$ cat src/rtl/demux1x2_pipe_pkg.sv
// rtl/demux1x2_pipe_pkg.sv - shared operand width and route select encoding
package demux1x2_pipe_pkg;

  localparam int RV_XLEN = 32;

  typedef enum logic {
    ROUTE_ALU = 1'b0,
    ROUTE_MDU = 1'b1
  } route_e;

endpackage

$ cat src/rtl/demux1x2_pipe_slot.sv
// rtl/demux1x2_pipe_slot.sv - one-entry valid/data register slot (pipe_slot)
module demux1x2_pipe_slot
  import demux1x2_pipe_pkg::*;
#(
  parameter int WIDTH = RV_XLEN
) (
  input  logic             clk,
  input  logic             rst_n,
  input  logic             flush,
  input  logic             load,
  input  logic [WIDTH-1:0] load_data,
  input  logic             ready,
  output logic             valid,
  output logic [WIDTH-1:0] data,
  output logic             can_load
);

  // Pass-through: a full slot can take a new word in the cycle it drains.
  assign can_load = !valid || ready;

  always_ff @(posedge clk or negedge rst_n) begin
    if (!rst_n) begin
      valid <= 1'b0;
      data  <= '0;
    end else if (flush) begin
      valid <= 1'b0;
    end else if (load) begin
      data  <= load_data;
      valid <= 1'b1;
    end else if (valid && ready) begin
      valid <= 1'b0;
    end
  end

endmodule

$ cat src/rtl/demux1x2_pipe.sv
// rtl/demux1x2_pipe.sv - registered 1-to-2 operand demux, ALU / MUL-DIV steering
module demux1x2_pipe
  import demux1x2_pipe_pkg::*;
#(
  parameter int WIDTH = RV_XLEN
) (
  input  logic             clk,
  input  logic             rst_n,
  input  logic             flush,
  input  logic [WIDTH-1:0] in_data,
  input  logic             enable,
  input  logic             in_valid,
  output logic             in_ready,
  output logic [WIDTH-1:0] output1,
  output logic             out1_valid,
  input  logic             out1_ready,
  output logic [WIDTH-1:0] output2,
  output logic             out2_valid,
  input  logic             out2_ready,
  output logic             busy
);

  logic sel_mdu;
  logic can_load1;
  logic can_load2;
  logic accept;

  assign sel_mdu  = (route_e'(enable) == ROUTE_MDU);
  assign in_ready = !flush && (sel_mdu ? can_load2 : can_load1);
  assign accept   = in_valid && in_ready;
  assign busy     = out1_valid | out2_valid;

  demux1x2_pipe_slot #(.WIDTH(WIDTH)) u_slot1 (
    .clk       (clk),
    .rst_n     (rst_n),
    .flush     (flush),
    .load      (accept && !sel_mdu),
    .load_data (in_data),
    .ready     (out1_ready),
    .valid     (out1_valid),
    .data      (output1),
    .can_load  (can_load1)
  );

  demux1x2_pipe_slot #(.WIDTH(WIDTH)) u_slot2 (
    .clk       (clk),
    .rst_n     (rst_n),
    .flush     (flush),
    .load      (accept && sel_mdu),
    .load_data (in_data),
    .ready     (out2_ready),
    .valid     (out2_valid),
    .data      (output2),
    .can_load  (can_load2)
  );

endmodule

$ cat config.mk
export PLATFORM = sky130hd
export DESIGN_NAME = demux1x2_pipe
export DESIGN_NICKNAME = d
export VERILOG_FILES = /design/src/rtl/demux1x2_pipe_pkg.sv /design/src/rtl/demux1x2_pipe_slot.sv /design/src/rtl/demux1x2_pipe.sv
export SDC_FILE = /design/constraint.sdc
export NUM_CORES = 1
export LEC_CHECK = 0
export CORE_MARGIN = 2
export CORE_UTILIZATION = 43
export CTS_CLUSTER_DIAMETER = 60
export DETAILED_ROUTE_END_ITERATION = 10
export GPL_ROUTABILITY_DRIVEN = 0
export HOLD_SLACK_MARGIN = 0.12
export PLACE_DENSITY_LB_ADDON = 0.12
export SYNTH_ARGS = -nofsm -noshare
export SYNTH_HDL_FRONTEND = slang
export SYNTH_SLANG_ARGS = --single-unit
$ cat constraint.sdc
create_clock -name clk -period 1.56 [get_ports clk]
set_input_delay 0.234 -clock clk [delete_from_list [all_inputs] [get_ports clk]]
set_output_delay 0.234 -clock clk [all_outputs]
set_load 0.005 [all_outputs]
==> impl_metrics.xml, run 1 <==
<?xml version="1.0" encoding="UTF-8"?>
<metrics>
  <group name="status">
    <metric name="result_of_the_run" unit="">finished, final reports clean</metric>
  </group>
  <group name="clocking">
    <metric name="cts_tree" unit="">built</metric>
    <metric name="numClockSinks" unit="">66</metric>
    <metric name="clk_transition_reported_paths" unit="ns">0.07</metric>
    <metric name="cts_max_level" unit="">3</metric>
    <metric name="clock_tree.buffer_depth" unit="">2</metric>
    <metric name="clk_latency" unit="ns">0.34</metric>
    <metric name="cts.root.buffer_cell" unit="">sky130_fd_sc_hd__clkbuf_8</metric>
    <metric name="number_of_buffers_created_by_cts" unit="">9</metric>
  </group>
  <group name="timing">
    <metric name="period_share" unit="%">94.83</metric>
    <metric name="max_slew.worst_pin.slew" unit="ns">0.3879</metric>
    <metric name="period_minus_slack" unit="ns">1.479</metric>
    <metric name="final-max-slew-violation-count" unit="">0</metric>
    <metric name="timing.final.setup_violations" unit="">0</metric>
    <metric name="timing_hold_violations_final" unit="">0</metric>
    <metric name="final_setup_skew" unit="ns">0.009261</metric>
    <metric name="slew_headroom" unit="%">74.14</metric>
    <metric name="worst_slack" unit="ns">0.08069</metric>
    <metric name="grt_setup_unrepaired" unit="">false</metric>
    <metric name="max_freq" unit="MHz">676.0</metric>
  </group>
  <group name="worst_hold_path">
    <metric name="type_of_the_worst_min_delay_path" unit="">input pin to async pin</metric>
  </group>
  <group name="grt">
    <metric name="grt_antenna_before_repair" unit="">0</metric>
    <metric name="first_global_vias" unit="">1826</metric>
    <metric name="grt_first_pass_wirelength" unit="um">8901</metric>
    <metric name="groute.usage.overall" unit="%">17.95</metric>
    <metric name="grt_max_degree" unit="">26</metric>
    <metric name="gr-total-overflow" unit="">0</metric>
  </group>
  <group name="yosys">
    <metric name="postSynthRegisterBits" unit="">66</metric>
    <metric name="synth_nets" unit="">186</metric>
    <metric name="area_of_the_mapped_netlist" unit="mm^2">0.002663</metric>
    <metric name="synth-seq-area-share" unit="%">62.03</metric>
    <metric name="syn-mean-instance-area" unit="um^2">18.11</metric>
    <metric name="synthesis.instances" unit="">147</metric>
    <metric name="synth-warning-count" unit="">0</metric>
    <metric name="synthDistinctLibCells" unit="">14</metric>
  </group>
  <group name="critical_path">
    <metric name="cp_slowest_cell" unit="">sky130_fd_sc_hd__dfrtp_1</metric>
    <metric name="crit_path_required_time" unit="ns">1.33</metric>
    <metric name="criticalPathCategory" unit="">register to output port</metric>
    <metric name="cp_cell_sequence" unit="">buf_4, nand2b_1, mux2i_1, nor2_1, clkbuf_2</metric>
    <metric name="critical_path_peak_fanout" unit="">2</metric>
    <metric name="start_point_of_the_critical_path" unit="">u_slot1.valid</metric>
    <metric name="cp.arrival" unit="ns">1.25</metric>
    <metric name="critical_path_buf_inv_count" unit="">2</metric>
    <metric name="cp_top_family" unit="">flip-flops</metric>
    <metric name="worst_setup_path_start_kind" unit="">register</metric>
    <metric name="setup.worst_path.end_class" unit="">output port</metric>
    <metric name="worst_r2r_startpoint" unit="">u_slot2.valid</metric>
    <metric name="cpPeakStageDelay" unit="ns">0.39</metric>
  </group>
  <group name="pwr">
    <metric name="comb_power_share" unit="%">26.6</metric>
    <metric name="clock_power_share" unit="%">31.1</metric>
    <metric name="p_int" unit="W">0.004128</metric>
    <metric name="netSwitchingPower" unit="W">0.001171</metric>
    <metric name="power_leakage" unit="nW">1.824</metric>
    <metric name="seq_power_share" unit="%">42.3</metric>
    <metric name="vdd_ir_drop_max" unit="V">0.0007288</metric>
    <metric name="post_layout_total_power" unit="W">0.005298</metric>
    <metric name="power.switching_fraction" unit="%">22.09</metric>
    <metric name="power.density_cell_area" unit="mW/mm^2">1274</metric>
  </group>
  <group name="die">
    <metric name="die_w" unit="um">82.69</metric>
    <metric name="die_area" unit="mm^2">0.006838</metric>
    <metric name="die_height" unit="um">82.69</metric>
    <metric name="starting_density_of_the_core" unit="%">44.71</metric>
    <metric name="area_of_the_core" unit="mm^2">0.005956</metric>
    <metric name="num_io_pins" unit="">107</metric>
    <metric name="fp_rows" unit="">28</metric>
  </group>
  <group name="layout">
    <metric name="layout.nets" unit="">313</metric>
    <metric name="antenna_cells" unit="">0</metric>
    <metric name="synthesis_to_layout_area_growth" unit="%">56.20</metric>
    <metric name="layout.cells.most_common_list" unit="">sky130_fd_sc_hd__clkdlybuf4s50_1 (101), sky130_fd_sc_hd__dfrtp_1 (66), sky130_fd_sc_hd__mux2_2 (35), sky130_fd_sc_hd__mux2_4 (29), sky130_fd_sc_hd__clkbuf_8 (12)</metric>
    <metric name="nFillCells" unit="">448</metric>
    <metric name="layout.area.seq" unit="mm^2">0.001652</metric>
    <metric name="post_route_cells_drive_above_1_share" unit="%">36.92</metric>
    <metric name="multi_input_comb_area" unit="um^2">913.4</metric>
    <metric name="layout.cells.most_common" unit="">sky130_fd_sc_hd__clkdlybuf4s50_1</metric>
  </group>
  <group name="detailed_routing">
    <metric name="routed_wire_per_std_cell" unit="um">15.97</metric>
    <metric name="via_per_inst" unit="">4.718</metric>
    <metric name="drt_pass1_iterations" unit="">3</metric>
    <metric name="vias" unit="">1670</metric>
    <metric name="detail_route.drc_violations" unit="">0</metric>
    <metric name="iter_0_drt_violations" unit="">29</metric>
    <metric name="drt-total-wl" unit="um">5653</metric>
    <metric name="route.antenna.remaining_nets" unit="">0</metric>
  </group>
  <group name="placed_design">
    <metric name="place_worst_setup_slack" unit="ns">-0.1526</metric>
    <metric name="dp_hpwl" unit="um">3985</metric>
    <metric name="io_buffers" unit="">106</metric>
  </group>
  <group name="flow_run">
    <metric name="timing.max_cap.violations" unit="">0</metric>
  </group>
</metrics>
synth_stat cells (all sizes together):
| cell | n | share of area [%] |
|---|---|---|
| mux2i | 1 | 0.38 |
| o21ai | 1 | 0.19 |
| and3 | 1 | 0.42 |
| nor2b | 1 | 0.33 |
| buf | 7 | 3.9 |
| nor2 | 1 | 0.14 |
| dfrtp | 66 | 62 |
| o21bai | 1 | 0.28 |
| nand3b | 1 | 0.42 |
| nand2b | 2 | 0.47 |
| mux2 | 64 | 31 |
| or2 | 1 | 0.24 |
worst paths after layout:
path | cells after the start | slack (ns) | end
worst max register to register | 5 | 0.09 | u_slot2.data[8]
worst max-delay path | 5 | 0.08 | in_ready
worst min-delay path | 2 | 0.35 | u_slot1.data[11]
max in group asynchronous | 3 | 0.72 | u_slot2.data[1]
min in group clk | 1 | 0.51 | u_slot1.data[10]
worst min register to register | 1 | 0.51 | u_slot1.data[10]
metal layers:
metal,global-route usage [%],wire [um]
met5,0,0
met4,6.885,89
met3,7.717,510
met2,28.06,2709
met1,22.03,2343
cell families after synthesis:
kind of cell	after synthesis	share of synthesized area, %
AO/OA/AOI/OAI	2	0.4698
buffers and inverters	7	3.947
flip-flops	66	62.03
multiplexers	65	31.53
AND/OR/NAND/NOR	7	2.021
power groups by stage:
stage,Sequential (W),Combinational (W),Clock [W]
2_1_floorplan,0.00228,0.000458,0
3_3_place_gp,0.00226,0.00140,0
3_5_place_dp,0.00226,0.00142,0
4_1_cts,0.00224,0.00143,0.00169
5_1_grt,0.00229,0.00152,0.00177
6_report,0.00224,0.00141,0.00165
sequential cells by signal (all words and copies together) (netlist names):
register	count
u_slot2.valid	1
u_slot2.data	32
u_slot1.valid	1
u_slot1.data	32
repair_timing:
| action | CTS | global route |
|---|---|---|
| gates resized for setup | 6 | 3 |
| gates cloned | 0 | 1 |
| hold buffers | 1 | 0 |
| buffers inserted | 3 | 0 |
| setup endpoints to repair | 2 | 33 |
| endpoints found under the hold margin | 23 | 0 |
metrics by stage:
stage	instances	hold slack (ns)	area (um^2)	TNS [ns]	utilization, %
finish	354	0.3487	4159	0	69.83
global route	354	0.3754	4159	0	69.83
floorplan	147	-0.06159	2663	0	-
CTS	354	0.3507	4138	-0.1061	69.47
global placement	334	0.1746	3867	-8.349	64.94
detailed placement	334	0.1778	3867	-8.194	64.94
cell type report:
class,count,area share (%)
Clock buffer,12,3.971
Sequential cell,66,39.71
Tap cell,75,2.256
Multi-Input combinational cell,74,21.96
Timing Repair Buffer,123,30.35
Clock inverter,4,1.745
No activity file was read; power rests on OpenSTA's default activity.
==> inputs of run 2 (changes only) <==
- CORE_ASPECT_RATIO: not set -> 0.9
==> run 2 against run 1 <==
Net effect:
- global-route usage about the same
- critical path depth unchanged
- wire length fell by 0.76%
- final cell count down 2.3%
- clock power decreased by 7%
- largest power group unchanged
- sequential power is essentially flat
- count of clock-buffer cells in the layout is 1 lower
- critical path type is now register to register
- maximum frequency about the same
==> impl_metrics.xml, run 2 (synthesized netlist as in run 1, its figures left out) <==
<?xml version="1.0" encoding="UTF-8"?>
<metrics>
  <group name="status">
    <metric name="result_of_the_run" unit="">finished, final reports clean</metric>
  </group>
  <group name="pwr">
    <metric name="power.switching_fraction" unit="%">22.92</metric>
    <metric name="p_int" unit="W">0.003986</metric>
    <metric name="power.density_cell_area" unit="mW/mm^2">1272</metric>
    <metric name="power_leakage" unit="nW">1.769</metric>
    <metric name="vdd_ir_drop_max" unit="V">0.0009568</metric>
    <metric name="clock_power_share" unit="%">29.7</metric>
    <metric name="comb_power_share" unit="%">27.1</metric>
    <metric name="netSwitchingPower" unit="W">0.001185</metric>
    <metric name="seq_power_share" unit="%">43.3</metric>
    <metric name="post_layout_total_power" unit="W">0.005171</metric>
  </group>
  <group name="timing">
    <metric name="max_slew.worst_pin.slew" unit="ns">0.3559</metric>
    <metric name="max_freq" unit="MHz">676.1</metric>
    <metric name="final-max-slew-violation-count" unit="">0</metric>
    <metric name="period_share" unit="%">94.81</metric>
    <metric name="final_setup_skew" unit="ns">0.006317</metric>
    <metric name="period_minus_slack" unit="ns">1.479</metric>
    <metric name="grt_setup_unrepaired" unit="">false</metric>
    <metric name="timing_hold_violations_final" unit="">0</metric>
    <metric name="timing.final.setup_violations" unit="">0</metric>
    <metric name="worst_slack" unit="ns">0.08089</metric>
    <metric name="slew_headroom" unit="%">76.28</metric>
  </group>
  <group name="clocking">
    <metric name="cts_tree" unit="">built</metric>
    <metric name="clk_transition_reported_paths" unit="ns">0.07</metric>
    <metric name="clock_tree.buffer_depth" unit="">2</metric>
    <metric name="clk_latency" unit="ns">0.34</metric>
    <metric name="number_of_buffers_created_by_cts" unit="">9</metric>
    <metric name="cts.root.buffer_cell" unit="">sky130_fd_sc_hd__clkbuf_8</metric>
    <metric name="numClockSinks" unit="">66</metric>
    <metric name="cts_max_level" unit="">3</metric>
  </group>
  <group name="detailed_routing">
    <metric name="drt-total-wl" unit="um">5610</metric>
    <metric name="drt_pass1_iterations" unit="">3</metric>
    <metric name="vias" unit="">1641</metric>
    <metric name="detail_route.drc_violations" unit="">0</metric>
    <metric name="via_per_inst" unit="">4.743</metric>
    <metric name="route.antenna.remaining_nets" unit="">0</metric>
    <metric name="routed_wire_per_std_cell" unit="um">16.21</metric>
    <metric name="iter_0_drt_violations" unit="">69</metric>
  </group>
  <group name="critical_path">
    <metric name="r2r_cells" unit="">5</metric>
    <metric name="setup.worst_path.end_class" unit="">register</metric>
    <metric name="start_point_of_the_critical_path" unit="">u_slot2.valid</metric>
    <metric name="worst_r2r_startpoint" unit="">u_slot2.valid</metric>
    <metric name="crit_path_required_time" unit="ns">1.78</metric>
    <metric name="criticalPathCategory" unit="">register to register</metric>
    <metric name="critical_path_peak_fanout" unit="">15</metric>
    <metric name="rrSetupSlack" unit="ns">0.08</metric>
    <metric name="reg2reg_to" unit="">u_slot2.data[6]</metric>
    <metric name="cp.arrival" unit="ns">1.70</metric>
    <metric name="worst_setup_path_start_kind" unit="">register</metric>
  </group>
  <group name="layout">
    <metric name="layout.cells.most_common" unit="">sky130_fd_sc_hd__clkdlybuf4s50_1</metric>
    <metric name="synthesis_to_layout_area_growth" unit="%">52.63</metric>
    <metric name="antenna_cells" unit="">0</metric>
    <metric name="post_route_cells_drive_above_1_share" unit="%">34.67</metric>
    <metric name="reg.largest.list" unit="">u_slot1.data (32), u_slot2.data (32)</metric>
    <metric name="layout.nets" unit="">308</metric>
    <metric name="layout.cells.most_common_list" unit="">sky130_fd_sc_hd__clkdlybuf4s50_1 (103), sky130_fd_sc_hd__dfrtp_1 (66), sky130_fd_sc_hd__mux2_2 (35), sky130_fd_sc_hd__mux2_4 (29), sky130_fd_sc_hd__clkbuf_8 (9)</metric>
    <metric name="post-route-cell-area" unit="mm^2">0.004064</metric>
    <metric name="finalCoreUtilization" unit="%">67.20</metric>
  </group>
  <group name="die">
    <metric name="starting_density_of_the_core" unit="%">44.03</metric>
    <metric name="area_of_the_core" unit="mm^2">0.006047</metric>
    <metric name="num_io_pins" unit="">107</metric>
    <metric name="fp_rows" unit="">27</metric>
    <metric name="die_area" unit="mm^2">0.006838</metric>
    <metric name="die_height" unit="um">78.65</metric>
    <metric name="die_w" unit="um">86.95</metric>
  </group>
  <group name="grt">
    <metric name="gr-total-overflow" unit="">0</metric>
    <metric name="grt_first_pass_wirelength" unit="um">9094</metric>
    <metric name="groute.usage.overall" unit="%">17.99</metric>
    <metric name="grt_max_degree" unit="">67</metric>
    <metric name="grt_antenna_before_repair" unit="">0</metric>
    <metric name="first_global_vias" unit="">1767</metric>
  </group>
  <group name="worst_hold_path">
    <metric name="type_of_the_worst_min_delay_path" unit="">input pin to async pin</metric>
  </group>
  <group name="flow_run">
    <metric name="timing.max_cap.violations" unit="">0</metric>
  </group>
  <group name="placed_design">
    <metric name="postPlaceCellArea" unit="mm^2">0.003834</metric>
    <metric name="dp_hpwl" unit="um">3793</metric>
    <metric name="io_buffers" unit="">106</metric>
    <metric name="place_worst_setup_slack" unit="ns">-0.1915</metric>
  </group>
</metrics>
## run 2: stage by stage
step | hold slack (ns) | instances | TNS [ns]
global placement | 0.2790 | 327 | -6.143
floorplan | -0.06159 | 147 | 0
finish | 0.4383 | 346 | 0
CTS | 0.4490 | 346 | 0
detailed placement | 0.2825 | 327 | -7.296
global route | 0.4675 | 346 | 0
## run 2: cell type report
type | count | area, um^2
Clock buffer | 11 | 131.4
Clock inverter | 5 | 78.83
Fill cell | 471 | 1983
Multi-Input combinational cell | 74 | 905.9
Sequential cell | 66 | 1652
Tap cell | 72 | 90.09
Timing Repair Buffer | 118 | 1206
## run 2: worst max-delay path by stage
| stage | endpoint | depth (start not counted) |
|---|---|---|
| 2_1_floorplan | u_slot2.data[11] | 5 |
| 3_3_place_gp | in_ready | 5 |
| 5_1_grt | out2_valid | 1 |
| 3_5_place_dp | in_ready | 5 |
| 4_1_cts | busy | 2 |
| 6_report | u_slot2.data[6] | 5 |
## run 2: layer usage
metal	vias up	global-route usage, %	wire (um)
li1	766	-	-
met1	802	23.53	2500
met2	66	26.49	2575
met3	7	8.833	474
met4	0	5.156	59
met5	-	0	0
## run 2: critical path: stages, from the launching register on
cell and delay (ns):
sky130_fd_sc_hd__dfrtp_1 0.41, sky130_fd_sc_hd__nand2b_1 0.11, sky130_fd_sc_hd__buf_4 0.12, sky130_fd_sc_hd__and3_4 0.23, sky130_fd_sc_hd__buf_12 0.18, sky130_fd_sc_hd__mux2_4 0.31
## run 2: what timing repair did
action,CTS,global route
buffers inserted,2,0
pin swaps,0,1
resized for setup,2,3
hold buffers,1,0
setup endpoints to repair,2,2
endpoints found under the hold margin,66,0
## run 2: power groups by stage
stage | clock network [W] | registers (W) | logic, W
finish | 0.00153 | 0.00224 | 0.00140
global route | 0.00167 | 0.00229 | 0.00149
floorplan | 0 | 0.00228 | 0.000458
CTS | 0.00158 | 0.00224 | 0.00142
detailed placement | 0 | 0.00226 | 0.00141
global placement | 0 | 0.00226 | 0.00139
